==> src/rtl/gray_code_counter_pkg.sv <==
// Shared Gray-code helpers for the counter RTL and its reference model.
// Functions work on MAX_W bits; narrower values are zero-extended, which leaves the mapping unchanged.
package gray_pkg;

    localparam int MAX_W = 16;

    function automatic logic [MAX_W-1:0] bin2gray(input logic [MAX_W-1:0] bv);
        return bv ^ (bv >> 1);
    endfunction

    // Prefix XOR from the MSB down, same as the downstream converter.
    function automatic logic [MAX_W-1:0] gray2bin(input logic [MAX_W-1:0] gv);
        logic [MAX_W-1:0] b;
        b[MAX_W-1] = gv[MAX_W-1];
        for (int i = MAX_W - 2; i >= 0; i--) begin
            b[i] = b[i+1] ^ gv[i];
        end
        return b;
    endfunction

endpackage

==> src/rtl/gray_code_counter_if.sv <==
// Gray code word stream with valid/ready handshake and terminal-count flag.
interface gray_code_counter_if #(
    parameter int WIDTH = 4
);
    logic [WIDTH-1:0] g;
    logic             g_valid;
    logic             g_ready;
    logic             tc;

    modport master (
        output g,
        output g_valid,
        output tc,
        input  g_ready
    );

    modport slave (
        input  g,
        input  g_valid,
        input  tc,
        output g_ready
    );
endinterface

==> src/rtl/gray_code_counter_bin_to_gray.sv <==
// Combinational binary-to-Gray XOR stage.
module bin_to_gray
    import gray_pkg::*;
#(
    parameter int WIDTH = 4
) (
    input  logic [WIDTH-1:0] bin,
    output logic [WIDTH-1:0] gray
);

    assign gray = WIDTH'(bin2gray(MAX_W'(bin)));

endmodule

==> src/rtl/gray_code_counter.sv <==
// Up/down binary counter with registered Gray-code output, load, wrap flag and backpressure.
module gray_code_counter
    import gray_pkg::*;
#(
    parameter int WIDTH = 4
) (
    input  logic             clk,
    input  logic             rst,
    input  logic             en,
    input  logic             up_dn,
    input  logic             load,
    input  logic [WIDTH-1:0] load_bin,
    gray_code_counter_if.master out_if,
    output logic [WIDTH-1:0] bin_q
);

    logic [WIDTH-1:0] g_p1;
    logic             vld_p1;
    logic             tc_p1;

    logic             space;
    logic             wrap;
    logic [WIDTH-1:0] bin_next;
    logic [WIDTH-1:0] bin_mux;
    logic [WIDTH-1:0] gray_mux;

    always_comb begin
        space    = !vld_p1 || out_if.g_ready;
        bin_next = up_dn ? (bin_q + WIDTH'(1)) : (bin_q - WIDTH'(1));
        wrap     = up_dn ? (bin_q == '1) : (bin_q == '0);
        bin_mux  = load ? load_bin : bin_next;
    end

    bin_to_gray #(.WIDTH(WIDTH)) u_bin_to_gray (
        .bin  (bin_mux),
        .gray (gray_mux)
    );

    // Stage p1: output register; a stalled step is dropped, not queued.
    always_ff @(posedge clk) begin
        if (rst) begin
            bin_q  <= '0;
            g_p1   <= '0;
            vld_p1 <= 1'b0;
            tc_p1  <= 1'b0;
        end else if (load) begin
            bin_q  <= load_bin;
            g_p1   <= gray_mux;
            vld_p1 <= 1'b1;
            tc_p1  <= 1'b0;
        end else if (en && space) begin
            bin_q  <= bin_next;
            g_p1   <= gray_mux;
            vld_p1 <= 1'b1;
            tc_p1  <= wrap;
        end else if (!en && vld_p1 && out_if.g_ready) begin
            vld_p1 <= 1'b0;
        end
    end

    assign out_if.g       = g_p1;
    assign out_if.g_valid = vld_p1;
    assign out_if.tc      = tc_p1;

endmodule

==> src/flat_wrapper.sv <==
// flat-port wrapper written by rule: the top's interface ports become plain ports
module gray_code_counter_flat import gray_pkg::*;
#(
    parameter int WIDTH = 4
)
  (clk, rst, en, up_dn, load, load_bin, bin_q, out_if_g, out_if_g_valid, out_if_tc, out_if_g_ready);
  gray_code_counter_if #(.WIDTH(WIDTH)) out_if_i ();
  input  logic clk;
  input  logic rst;
  input  logic en;
  input  logic up_dn;
  input  logic load;
  input  logic [WIDTH-1:0] load_bin;
  output logic [WIDTH-1:0] bin_q;
  output wire logic [$bits(out_if_i.g)-1:0] out_if_g;
  output wire logic [$bits(out_if_i.g_valid)-1:0] out_if_g_valid;
  output wire logic [$bits(out_if_i.tc)-1:0] out_if_tc;
  input wire logic [$bits(out_if_i.g_ready)-1:0] out_if_g_ready;
  assign out_if_g = out_if_i.g;
  assign out_if_g_valid = out_if_i.g_valid;
  assign out_if_tc = out_if_i.tc;
  assign out_if_i.g_ready = out_if_g_ready;
  gray_code_counter #(.WIDTH(WIDTH)) u_core (.clk(clk), .rst(rst), .en(en), .up_dn(up_dn), .load(load), .load_bin(load_bin), .out_if(out_if_i), .bin_q(bin_q));
endmodule
==> config.mk <==
export PLATFORM = sky130hd
export DESIGN_NAME = gray_code_counter_flat
export DESIGN_NICKNAME = d
export VERILOG_FILES = /design/src/rtl/gray_code_counter_pkg.sv /design/src/rtl/gray_code_counter_if.sv /design/src/rtl/gray_code_counter_bin_to_gray.sv /design/src/rtl/gray_code_counter.sv /design/src/flat_wrapper.sv
export SDC_FILE = /design/constraint.sdc
export NUM_CORES = 1
export LEC_CHECK = 0
export BUFFER_PORTS_ARGS = -buffer_cell sky130_fd_sc_hd__clkbuf_2
export CORE_MARGIN = 2
export CORE_UTILIZATION = 40
export DETAILED_ROUTE_END_ITERATION = 16
export PLACE_DENSITY = 0.69
export SLEW_MARGIN = 0
export SYNTH_ARGS = -nofsm -noshare
export SYNTH_HDL_FRONTEND = slang
export SYNTH_SLANG_ARGS = --single-unit
==> constraint.sdc <==
create_clock -name clk -period 1.9 [get_ports clk]
set_input_delay 0.285 -clock clk [delete_from_list [all_inputs] [get_ports clk]]
set_output_delay 0.285 -clock clk [all_outputs]
set_load 0.02 [all_outputs]
# --- After elaboration in Yosys (flattened, before gate mapping) ---
# Index checks and enable logic that the tools add are counted.
op_classes:
  add_sub_neg: 2
  eq_ne: 1
  muxes: 10
  bitwise: 1
  n_reduce_logical: 10
op_table:
  columns: ["operator", "count"]
  rows:
  - ["4-bit 2-to-1 mux", 6]
  - ["4-bit by 1-bit adder with 4-bit output (second input constant)", 1]
  - ["4-bit == test (second input constant)", 1]
  - ["4-bit zero test", 1]
  - ["1-bit 2-to-1 mux", 4]
  - ["4-bit by 1-bit subtractor with 4-bit output (second input constant)", 1]
  - ["4-bit by 3-bit bitwise XOR with 4-bit output", 1]
  - ["1-bit logical AND", 3]
  - ["3-bit nonzero test", 1]
  - ["1-bit zero test", 2]
  - ["2-bit nonzero test", 1]
  - ["2-bit OR reduction", 1]
  - ["1-bit logical OR", 1]
word_totals:
  register_bits: 10
  inputBits: 10

# --- Longest topological paths before layout ---
logic_depth:
  word_depth: 6
  depth_mapped: 6
  depth_no_buf: 6

# --- Cells and area by module ---
# Synthesis repeated with hierarchy kept, for this count alone.
hier_totals:
  hier_cells: 68
  area_unflattened_um2: 654.4
by_module_without_submodules:
  columns: ["mod", "instances", "cells_each", "area_per_inst_um2", "seq_area_each_um2"]
  rows:
  - ["gray_code_counter", 1, 64, 620.6, 200.2]
  - ["bin_to_gray", 1, 4, 33.8, 0.0]

# --- Least setup slack after synthesis ---
# No wires, ideal clock.
synth_timing:
  path_type: "register to register"
  start: "register u_core.bin_q[2]"
  end: "register u_core.g_p1[2], in the netlist u_core.out_if.g[2]"
  arrival_ns: 1.864
  path_slack_ns: -0.086
  stages_incl_launch_ff: 6
  synth_period_minus_slack_ns: 1.986
  cell_sequence: "dfxtp_1 ha_1 and3_1 or3_4 and4_4 o311a_1"
synth_via:
  elab_chain_cells: 6
  word_cells_on_any_way: 7
  classes_between: "add/sub (2); mux (4); bitwise (1)"
synth_rtl:
  columns: ["element", "line_no", "source"]
  rows:
  - ["start: declaration", "gray_code_counter.sv:14", "output logic [WIDTH-1:0] bin_q"]
  - ["start signal: assignment", "gray_code_counter.sv:47", "bin_q <= load_bin;"]
  - ["start signal: assignment", "gray_code_counter.sv:52", "bin_q <= bin_next;"]
  - ["4-bit by 1-bit subtractor with 4-bit output / 4-bit by 1-bit adder with 4-bit output (equally long branches)", "gray_code_counter.sv:29", "bin_next = up_dn ? (bin_q + WIDTH'(1)) : (bin_q - WIDTH'(1));"]
  - ["4-bit 2-to-1 mux *", "gray_code_counter.sv:29", null]
  - ["4-bit 2-to-1 mux *", "gray_code_counter.sv:31", "bin_mux = load ? load_bin : bin_next;"]
  - ["4-bit by 3-bit bitwise XOR with 4-bit output *", "gray_code_counter_pkg.sv:8", "return bv ^ (bv >> 1);"]
  - ["4-bit 2-to-1 mux", "gray_code_counter.sv:51", "end else if (en && space) begin"]
  - ["4-bit 2-to-1 mux *", "gray_code_counter.sv:46", "end else if (load) begin"]
  - ["end signal: assignment", "gray_code_counter.sv:48", "g_p1 <= gray_mux;"]
  - ["end signal: assignment", "gray_code_counter.sv:53", "g_p1 <= gray_mux;"]
  - ["end: declaration", "gray_code_counter.sv:17", "logic [WIDTH-1:0] g_p1;"]
# Every way passes the cells marked *; elsewhere a longest branch is shown, timed or not. The select of a mux whose other input is x is not followed.
# A chain may end at the register's enable or synchronous reset.

# --- Final worst setup path ---
# Ends and elaborated chain as after synthesis.

==> reports/qor.txt <==
Post-Syn Area per Cell: 8.150 sq um
NetSw: 199.6 uW
Fin crit share: 96.41%
Die width: 42.30 microns
Setup TNS: 0 ns
Hold bufs inserted after CTS: 0
H-Tree Depth: 1
Total track usage: 17.51%
Crit path required time: 2.06 ns
Main synth FF type: dfxtp_1
Post-synthesis net count: 85
Flop and latch count out of synthesis: 9
Internal: 379.7 uW
Area Overhead vs Synth: 29.42%
Share of post-route cells with drive strength above 1: 33.67%
R2r endpoint: u_core.out_if.g[2]
Most frequent cell after synthesis: dfxtp_1
Number of synthesized flops with an enable pin: 0
PortBufs: 19
Max Cap Viol: 0
Most common library cells after synthesis: 9 x dfxtp_1, 7 x nand2_1, 7 x nor2_1
Power share of the clock group: 27.0%
DR vias: 601
R2R setup slack: 0.07 ns
Synth area leaders: dfxtp_1 31%, xnor2_1 7.5%, xor2_1 6.0%
Initial antenna violation count: 0
Post-synthesis async set-or-reset flop share: 0%
Final setup viols: 0
Slew Limit Fails: 0
Combinational share of power: 35.2%
Maximum vdd drop: 0.3647 mV
Routed len/inst: 12.38 microns
Antenna viol nets, final: 0
Pre-antenna DRT Iters: 4
Root Buffer: clkbuf_4
Vias in the first global route: 527
Sw frac: 34.45%
Seq pwr share: 37.8%
Final wirelength: 1399 microns
Hold path depth: 3
Ports: 20
Antenna diode count: 0
Initial DRC count: 11
CTS tree: built
Pin count of the biggest net entering global routing: 11
Total clock sinks: 9
Status: complete, no violations
Leakage power: 0.0003598 uW
Clock latency on the worst-skew pair: 0.26 ns
Post-CTS setup buffers: 0
Die ar.: 1789 sq um
Initial Utilization: 44.00%
Worst r2r src: u_core.bin_q[2]
Hold Path Class: in -> reg
Final hold vios: 0
Setup Skew: 0.001601 ns
Synth warn: 0
Worst Reg-to-Reg Cells: 5
FP Rows: 13
Unrepaired setup endpoints after global routing: false
Slew HR: 75.98%
Core box area: 1334 sq um
Area leader, netlist: dfxtp_1
Share of the synthesized area in the top cell type: 30.70%
Total CTS buffers: 3
First-pass GRT wire length: 2304 microns
Distinct cells, synth: 30
Routability Congestion: 0.8372
Fill count: 140
Max FO, Critical Path: 3
Final min period: 1.832 ns
Mapped cell area: 586.8 sq um
PwrDens: 762.8 nW/um^2
Drt drc: 0
WS Path Type: reg -> reg
Hold Path End: u_core.bin_q[0]
Cells after Synth: 72
Post-CTS sizing: 0
Congestion Overflow GR: 0
DIE HEIGHT: 42.30 microns
Critical Path AT: 1.99 ns
Critical path capture point type: flip-flop
Clock transition at path regs: 0.07 ns
Detailed placement HPWL: 1109 microns
Startpoint Class: flip-flop
Max clock buf depth: 2
Worst min-delay path startpoint: load_bin[0]
Final #Nets: 112
Slew of the pin with the lowest slew margin: 0.3590 ns
Sequential area share after synthesis: 30.70%
Vias/cell: 5.319
Hold Worst Slack: 0.2943 ns
F_max: 545.9 MHz
==> power groups by stage <==
stage | registers, uW | clock network (uW) | logic (uW)
4_1_cts | 219 | 164 | 205
3_3_place_gp | 223 | 0 | 202
6_report | 219 | 156 | 204
3_5_place_dp | 223 | 0 | 204
2_1_floorplan | 245 | 0 | 115
5_1_grt | 221 | 173 | 223
==> metal layers <==
layer | part of all wire [%] | global-route usage (%) | up-vias
met4 | 0.79 | 11.25 | 0
met2 | 46 | 25.54 | 13
li1 | - | - | 309
met5 | 0 | 0 | -
met1 | 49 | 22.92 | 277
met3 | 3.6 | 3.879 | 2
==> state kept, by name (all words and copies together) (netlist names) <==
| register | cells |
|---|---|
| u_core.out_if.g_valid | 1 |
| u_core.bin_q | 4 |
| u_core.out_if.g | 3 |
| u_core.out_if.tc | 1 |
==> metrics by stage <==
| stage | power, uW | util, % | instance area, sq um | instances | worst slack, ns |
|---|---|---|---|---|---|
| final | 579.3 | 56.94 | 759.5 | 113 | 0.06826 |
| after global placement | 425.4 | 54.97 | 733.2 | 109 | -0.01574 |
| after detailed placement | 427.9 | 54.97 | 733.2 | 109 | -0.07237 |
| after floorplan | 359.8 | - | 589.3 | 72 | 0.02579 |
| after global routing | 616.5 | 56.94 | 759.5 | 113 | 0.03533 |
| after CTS | 588.3 | 56.94 | 759.5 | 113 | 0.07149 |
==> kinds of logic (layout without fill, tap and decap cells) <==
logic type	after synthesis	in the layout	share of synthesized area, %
AO/OA/AOI/OAI	14	14	17.06
flip-flops	9	9	30.70
XOR/XNOR	9	9	13.43
adder cells (fa/ha/maj)	3	3	7.675
AND/OR/NAND/NOR	29	29	25.37
buffers and inverters	8	34	5.755
==> worst max-delay path: stages (launching register included) <==
cell	delay [ns]
dfxtp_2	0.33
ha_1	0.31
and3_1	0.20
or3_4	0.39
and4_4	0.20
o311a_1	0.31
==> how the worst max path moves through the flow <==
stage / from / to / slack (ns) / cells past startpoint
detailed placement: up_dn / u_core.out_if.g[2] / -0.07 / 7
finish: u_core.bin_q[2] / u_core.out_if.g[2] / 0.07 / 5
CTS: u_core.bin_q[2] / u_core.out_if.g[2] / 0.07 / 5
global placement: up_dn / u_core.out_if.g[2] / -0.02 / 7
global route: u_core.bin_q[2] / u_core.out_if.g[2] / 0.04 / 5
floorplan: u_core.bin_q[2] / u_core.out_if.g[2] / 0.03 / 5
==> cells in the final DEF, fill, tap and decap left out <==
cell type and n:
clkbuf_2 19, nor2_1 7, nand2_1 7, dfxtp_1 7, buf_4 6, xnor2_1 5
xor2_1 4, inv_1 3, nor3_1 3, a211oi_1 3, nand3_1 3, clkbuf_4 3
nor4_1 2, nand4_1 2, a31oi_1 2, a21o_1 2, a21oi_1 2, a311oi_1 2
ha_1 2, dfxtp_2 2, clkinv_1 1, nand2b_1 1, inv_2 1, nor2b_1 1
and3_1 1, o21ai_1 1, or3_4 1, and4_4 1, o311a_1 1, o211ai_1 1
fa_1 1, clkbuf_1 1
==> final cells by class <==
type | count | area, sq um | share of cell area, %
multi-input cells | 55 | 372.9 | 49.09
well taps | 15 | 18.77 | 2.471
inverters | 5 | 18.77 | 2.471
clock buffers | 4 | 26.28 | 3.460
repair buffers | 25 | 140.1 | 18.45
flip-flops and latches | 9 | 182.7 | 24.05
No activity file was read; power rests on OpenSTA's default activity.
